$ cat config.mk
export PLATFORM = sky130hd
export DESIGN_NAME = sync_sample_fifo
export DESIGN_NICKNAME = d
export VERILOG_FILES = /design/src/rtl/sync_sample_fifo.sv
export SDC_FILE = /design/constraint.sdc
export NUM_CORES = 1
export LEC_CHECK = 0
export BUFFER_PORTS_ARGS = -buffer_cell sky130_fd_sc_hd__buf_2
export CORE_AREA = 10 10 281 283
export DETAILED_ROUTE_END_ITERATION = 8
export DIE_AREA = 0 0 291 293
export PLACE_DENSITY = 0.71
export SYNTH_ARGS = -nofsm -noshare
export SYNTH_HDL_FRONTEND = slang
export SYNTH_SLANG_ARGS = --single-unit
$ cat constraint.sdc
create_clock -name clk -period 3.9 [get_ports clk]
set_input_delay 0.195 -clock clk [delete_from_list [all_inputs] [get_ports clk]]
set_output_delay 0.195 -clock clk [all_outputs]
set_load 0.01 [all_outputs]
$ cat src/rtl/sync_sample_fifo.sv
// Single-clock sample FIFO with exact fill count, threshold flags, registered read
// data with a valid strobe, and sticky overflow/underflow error flags.
module sync_sample_fifo #(
  parameter int unsigned FIFO_WIDTH     = 14,
  parameter int unsigned FIFO_DEPTH     = 64,
  parameter int unsigned ALMST_FULL_TH  = 59,
  parameter int unsigned ALMST_EMPTY_TH = 5,
  localparam int unsigned CW            = $clog2(FIFO_DEPTH) + 1
) (
  input  logic                  clk,
  input  logic                  rst,
  input  logic                  wr_en,
  input  logic [FIFO_WIDTH-1:0] wr_data,
  input  logic                  rd_en,
  input  logic                  clr_err,
  output logic [FIFO_WIDTH-1:0] rd_data,
  output logic                  rd_valid,
  output logic                  fifo_full,
  output logic                  fifo_empty,
  output logic                  fifo_almst_full,
  output logic                  fifo_almst_empty,
  output logic                  fifo_above_half,
  output logic [CW-1:0]         fifo_count,
  output logic                  overflow,
  output logic                  underflow
);

  localparam int unsigned AW = $clog2(FIFO_DEPTH);

  logic [FIFO_WIDTH-1:0] ram [FIFO_DEPTH];
  logic [AW-1:0]         wr_ptr;
  logic [AW-1:0]         rd_ptr;
  logic                  wr_acc;
  logic                  rd_acc;

  // Status flags decoded straight from the registered count
  assign fifo_full        = (fifo_count == CW'(FIFO_DEPTH));
  assign fifo_empty       = (fifo_count == CW'(0));
  assign fifo_almst_full  = (fifo_count >= CW'(ALMST_FULL_TH));
  assign fifo_almst_empty = (fifo_count <= CW'(ALMST_EMPTY_TH));
  assign fifo_above_half  = (fifo_count >  CW'(FIFO_DEPTH / 2));

  assign wr_acc = wr_en & ~fifo_full;
  assign rd_acc = rd_en & ~fifo_empty;

  // Storage array: no reset so it can map onto RAM primitives
  always_ff @(posedge clk) begin
    if (wr_acc) begin
      ram[wr_ptr] <= wr_data;
    end
  end

  always_ff @(posedge clk) begin
    if (rst) begin
      wr_ptr     <= '0;
      rd_ptr     <= '0;
      fifo_count <= '0;
      rd_data    <= '0;
      rd_valid   <= 1'b0;
      overflow   <= 1'b0;
      underflow  <= 1'b0;
    end else begin
      rd_valid <= rd_acc;
      if (wr_acc) begin
        wr_ptr <= wr_ptr + AW'(1);
      end
      if (rd_acc) begin
        rd_data <= ram[rd_ptr];
        rd_ptr  <= rd_ptr + AW'(1);
      end
      case ({wr_acc, rd_acc})
        2'b10:   fifo_count <= fifo_count + CW'(1);
        2'b01:   fifo_count <= fifo_count - CW'(1);
        default: fifo_count <= fifo_count;
      endcase
      // A new fault in the same cycle takes priority over the clear
      overflow  <= (wr_en & fifo_full)  | (overflow  & ~clr_err);
      underflow <= (rd_en & fifo_empty) | (underflow & ~clr_err);
    end
  end

endmodule

Yosys cells after proc, flatten, opt, wreduce, memory -nomap -nowiden
Memory sizes are Yosys's and may differ from the RTL's. A register that Yosys moved wholly into a read port is not among the register bits.
Cells that the tools add are included.
{ "op_classes": {"add_sub_neg": 4, "order_cmp": 3, "eq_ne": 3, "muxes": 3, "n_bitwise": 11, "n_reduce_logical": 2} }
{ "op_table": {"columns": ["cell", "n"], "rows": [
  ["7-bit case mux with 2 select lines", 1],
  ["6-bit by 1-bit adder with 6-bit output (second input constant)", 2],
  ["7-bit by 1-bit adder with 7-bit output (second input constant)", 1],
  ["7-bit == test (second input constant)", 1],
  ["7-bit by 6-bit >= comparator with 1-bit output (second input constant)", 1],
  ["7-bit by 6-bit > comparator with 1-bit output (second input constant)", 1],
  ["7-bit by 3-bit less-or-equal comparator with 1-bit output (second input constant)", 1],
  ["7-bit logical NOT", 1],
  ["7-bit by 1-bit subtractor with 7-bit output (second input constant)", 1],
  ["1-bit bitwise AND", 6],
  ["1-bit NOT", 3],
  ["2-bit by 1-bit == test with 1-bit output (second input constant)", 1],
  ["2-bit == test (second input constant)", 1],
  ["1-bit two-way mux", 2],
  ["1-bit bitwise OR", 2],
  ["2-bit nonzero test", 1]
]} }
{ "totals": {"regBits": 22, "mem_bits_rw": 896, "inputBits": 19, "out_inout_bits": 29, "wordCells": 33, "mem_count": 1} }
{ "mem_list": {"columns": ["memory", "words", "word_bits", "rd", "rd_clocked_by_memory_dff", "wr", "line", "text"], "rows": [
  ["ram", 64, 14, 1, 1, 1, "30", "logic [FIFO_WIDTH-1:0] ram [FIFO_DEPTH];"]
]} }

Depth between registers and ports, before layout
{ "logic_depth": {"depth_word": 5, "ltp_mapped": 14} }

Worst setup path after synthesis
OpenSTA, ideal clock, no wires.
{ "synth_path": {"kind": "register to register", "from": "reg fifo_count[1]", "to": "reg fifo_count[6]", "setup_time_ps": 115, "t_arrival_ps": 3194, "t_required_ps": 3785, "path_slack_ps": 591, "path_stages_with_launch": 15, "period_less_slack_ps": 3309, "path_cell_list": "dfxtp_1 -> buf_2 -> or4_1 -> buf_2 -> o21a_1 -> inv_1 -> ha_1 -> buf_1 -> xor2_1 -> ha_1 -> a21oi_1 -> o311a_1 -> a221oi_1 -> nor3_1 -> o21ba_2"} }
{ "synth_via": {"elab_chain_len": 5, "elab_cells_between_ends": 12} }
{ "synth_rtl": {"columns": ["element", "line", "text"], "rows": [
  ["from (decl)", "23", "output logic [CW-1:0] fifo_count,"],
  ["from (signal assigned)", "72", "2'b10: fifo_count <= fifo_count + CW'(1);"],
  ["from (signal assigned)", "73", "2'b01: fifo_count <= fifo_count - CW'(1);"],
  ["from (signal assigned)", "74", "default: fifo_count <= fifo_count;"],
  ["parallel branches: the longest is 5 deep, another holds 7-bit by 1-bit subtractor with 7-bit output", null, null]
]} }
Several ways; the timed one is not identified.
A chain may end at the register's enable or synchronous reset.

Final worst setup path
{ "layout_path": {"from": "reg fifo_count[2]", "to": "reg fifo_count[6]"} }
The elaborated chain is that of the path after synthesis.

==> impl_metrics.py <==
metrics = {
    "drt": {
        "drtPass1Iterations": 5,
        "wl_per_cell_um": 28.9,
        "final_antenna_net_count": 0,
        "drc_errors": 0,
        "wirelength_um": 87900,
        "drtIter0Drc": 2544,
        "viasPerCell": 6.27,
        "vias": 19100,
    },
    "sta": {
        "finalClockSkew_ps": 33.3,
        "hold_viol_final": 0,
        "worst_pin_slew_ps": 1300,
        "slew_viol_final": 0,
        "rsz0062_at_grt": "false",
        "maxClockFrequency_mhz": 281,
        "tns_ps": 0,
        "max_slew_margin": 0.131,
        "layout_min_cycle_time_ps": 3560,
        "setup_viol": 0,
        "layout_setup_ws_ps": 339,
        "fin_crit_sh": 0.913,
    },
    "power": {
        "vdd_drop_max_mv": 0.478,
        "leakage_nw": 12.9,
        "p_per_area_nw_per_um2": 575,
    },
    "critical_path": {
        "cp_num_buf_inv": 1,
        "worst-r2r-setup-slack_ps": 340,
        "critPathRequiredTime_ps": 4420,
        "critPathMaxFanout": 14,
        "cpMaxStageDelayCell": "or4_1",
        "reg2reg_depth": 11,
        "cp_slowest_stage_delay_ps": 660,
        "arrival_ps": 4080,
        "cpMostUsedCell": "ha_1",
        "cp-start-kind": "flop",
        "critical_path.top_delay_family": "compound AO/OA/AOI/OAI gates",
        "path_cells": "or4_1 > o21a_1 > inv_1 > ha_1 > xor2_1 > ha_1 > a21oi_1 > o311a_1 > a221oi_1 > nor3_1 > o21ba_2",
        "crit_type": "flop to flop",
        "end_kind": "flop",
        "reg2reg_from": "fifo_count[2]$_SDFFE_PP0P_",
        "r2r_end": "fifo_count[6]$_SDFFE_PP0P_",
    },
    "logic_synthesis": {
        "syn_avg_cell_area_sq_um": 19.6,
        "ys_seq_elements": 932,
        "yosysTopAreaCell": "edfxtp_1",
        "netlist_top_cells_area": "edfxtp_1 74%, mux4_2 9.6%, mux2_2 2.5%",
        "synth.distinct_cells": 59,
        "synth_commonest_cells": "896 x edfxtp_1, 154 x mux4_2, 136 x nor2_1",
        "ys_seq_area_frac": 0.761,
        "syn_area_sq_um": 36300,
        "synth_fp_nets": 1879,
        "synth_top_area_frac": 0.741,
        "ys.warnings.count": 0,
        "synth_flop_cell": "edfxtp_1",
        "yosysMostFrequentCell": "edfxtp_1",
        "netlist_instances": 1855,
        "synth_edf_count": 896,
        "async_reset_ff_frac": 0,
    },
    "clock_network": {
        "cts.path.max_buffers": 3,
        "numClockSinks": 932,
        "numCtsBuffers": 89,
        "h-tree-depth": 3,
        "clkTransAtPathRegs_ps": 60,
        "tritoncts": "built",
        "clockRootBuffer": "clkbuf_16",
        "post_cts_resized": 0,
        "clk_latency_ps": 650,
    },
    "final_layout": {
        "drive_above_1_share": 0.261,
        "area_delta_synth_final_pct": 13.4,
        "n_antenna_cell": 0,
        "nets": 2022,
    },
    "outcome": {
        "status": "finished clean",
    },
    "placed_design": {
        "numPortBuffers": 47,
        "dp_hpwl_um": 53100,
        "globalplace.congestion": 0.870,
        "dp_slack_ps": 437,
    },
    "run": {
        "drv_cap": 0,
    },
    "die": {
        "num_rows": 100,
        "boundaryPins": 48,
        "die_y_um": 293,
        "core_area_sq_um": 73600,
        "start_util": 0.493,
        "die_width_um": 291,
        "dieArea_sq_um": 85300,
    },
    "min_path": {
        "min_to": "ram[24][6]$_DFFE_PP_",
        "min-delay-start": "wr_data[6]",
        "holdPathStages": 1,
        "hold_path.class": "primary input to flop",
    },
    "grt": {
        "grt_pass1_wl_um": 131000,
        "grt_use_total": 0.204,
        "grt_pass1_vias": 19200,
        "grt-ovfl-total": 0,
        "antenna_found_initial": 3,
        "grt_max_degree": 65,
    },
}
-- per-layer routing --
metal	part of all wire	GRT usage	up-vias	routed length, um
li1	-	-	7911	-
met1	0.40	0.284	10000	35200
met2	0.48	0.325	964	42400
met3	0.089	0.0361	164	7820
met4	0.028	0.0658	2	2440
met5	0.00015	0	-	13
-- worst max path at each step --
stage                     depth (start not counted)                       start                    endpoint
final                                            11  fifo_count[2]$_SDFFE_PP0P_  fifo_count[6]$_SDFFE_PP0P_
after global routing                             11  fifo_count[2]$_SDFFE_PP0P_  fifo_count[6]$_SDFFE_PP0P_
after CTS                                        11  fifo_count[2]$_SDFFE_PP0P_  fifo_count[6]$_SDFFE_PP0P_
after detailed placement                         11  fifo_count[2]$_SDFFE_PP0P_  fifo_count[6]$_SDFFE_PP0P_
after global placement                           11  fifo_count[1]$_SDFFE_PP0P_  fifo_count[6]$_SDFFE_PP0P_
after floorplan                                  14  fifo_count[1]$_SDFFE_PP0P_  fifo_count[6]$_SDFFE_PP0P_
-- cell families after synthesis --
| family | share of synthesized area |
|---|---|
| simple gates | 0.0307 |
| fa+ha+maj | 0.00172 |
| flops | 0.761 |
| mux | 0.142 |
| xor+xnor | 0.00314 |
| compound gates | 0.0457 |
| buf+inv | 0.0155 |
-- power by group --
part / switching (mW) / total [mW] / internal (mW)
Clock: 3.61 / 8.73 / 5.11
Combinational: 1.98 / 3.45 / 1.47
Sequential: 0.333 / 11.5 / 11.2
-- worst register-to-register path: cells and delay by family, from the launching register on --
| kind | cells | cell delay [ps] |
|---|---|---|
| adder cells (fa/ha/maj) | 2 | 670 |
| AO/OA/AOI/OAI | 5 | 1250 |
| AND/OR/NAND/NOR | 2 | 740 |
| XOR/XNOR | 1 | 200 |
| buffers and inverters | 1 | 160 |
| flip-flops | 1 | 430 |
-- layout by cell type, fill, tap and decap left out, types with 18 or more instances in the layout --
cell type,n
a21oi_1,20
a221oi_1,19
buf_2,47
buf_4,103
clkbuf_16,94
clkinv_1,24
dfxtp_1,32
edfxtp_1,896
mux2_2,82
mux2i_1,77
mux4_2,154
nand2_1,63
nor2_1,136
o211ai_1,18
o21ai_0,25
o221ai_1,23
o22ai_1,33
-- metrics by stage --
stage / util / cells / hold WS [ps] / cell area (sq um) / power [mW]
final: 0.560 / 3039 / 42.9 / 41200 / 23.7
after global routing: 0.560 / 3039 / 56.0 / 41200 / 24.4
after CTS: 0.560 / 3039 / 17.2 / 41200 / 23.8
after detailed placement: 0.519 / 2871 / 474 / 38200 / 15.1
after global placement: 0.519 / 2871 / 468 / 38200 / 15.0
after floorplan: - / 1855 / 294 / 36300 / 13.8
-- final cells by class --
| type | instances | area [sq um] |
|---|---|---|
| Clock inverter | 51 | 503 |
| Inverter | 8 | 30.0 |
| Sequential cell | 932 | 27600 |
| Fill cell | 5473 | 32400 |
| Multi-Input combinational cell | 805 | 8130 |
| Timing Repair Buffer | 162 | 1200 |
| Tap cell | 969 | 1210 |
| Clock buffer | 112 | 2460 |
-- repair_timing --
item                      CTS  global route
hold buffers                5             0
hold endpoints to repair   11             0
setup buffers               0             0
-- flip-flops by register name (all words and copies together) (netlist names) --
name	count
ram	896
rd_data	14
fifo_count	7
rd_ptr	6
wr_ptr	6
overflow	1
rd_valid	1
underflow	1
(Power assumes the default switching activity.)
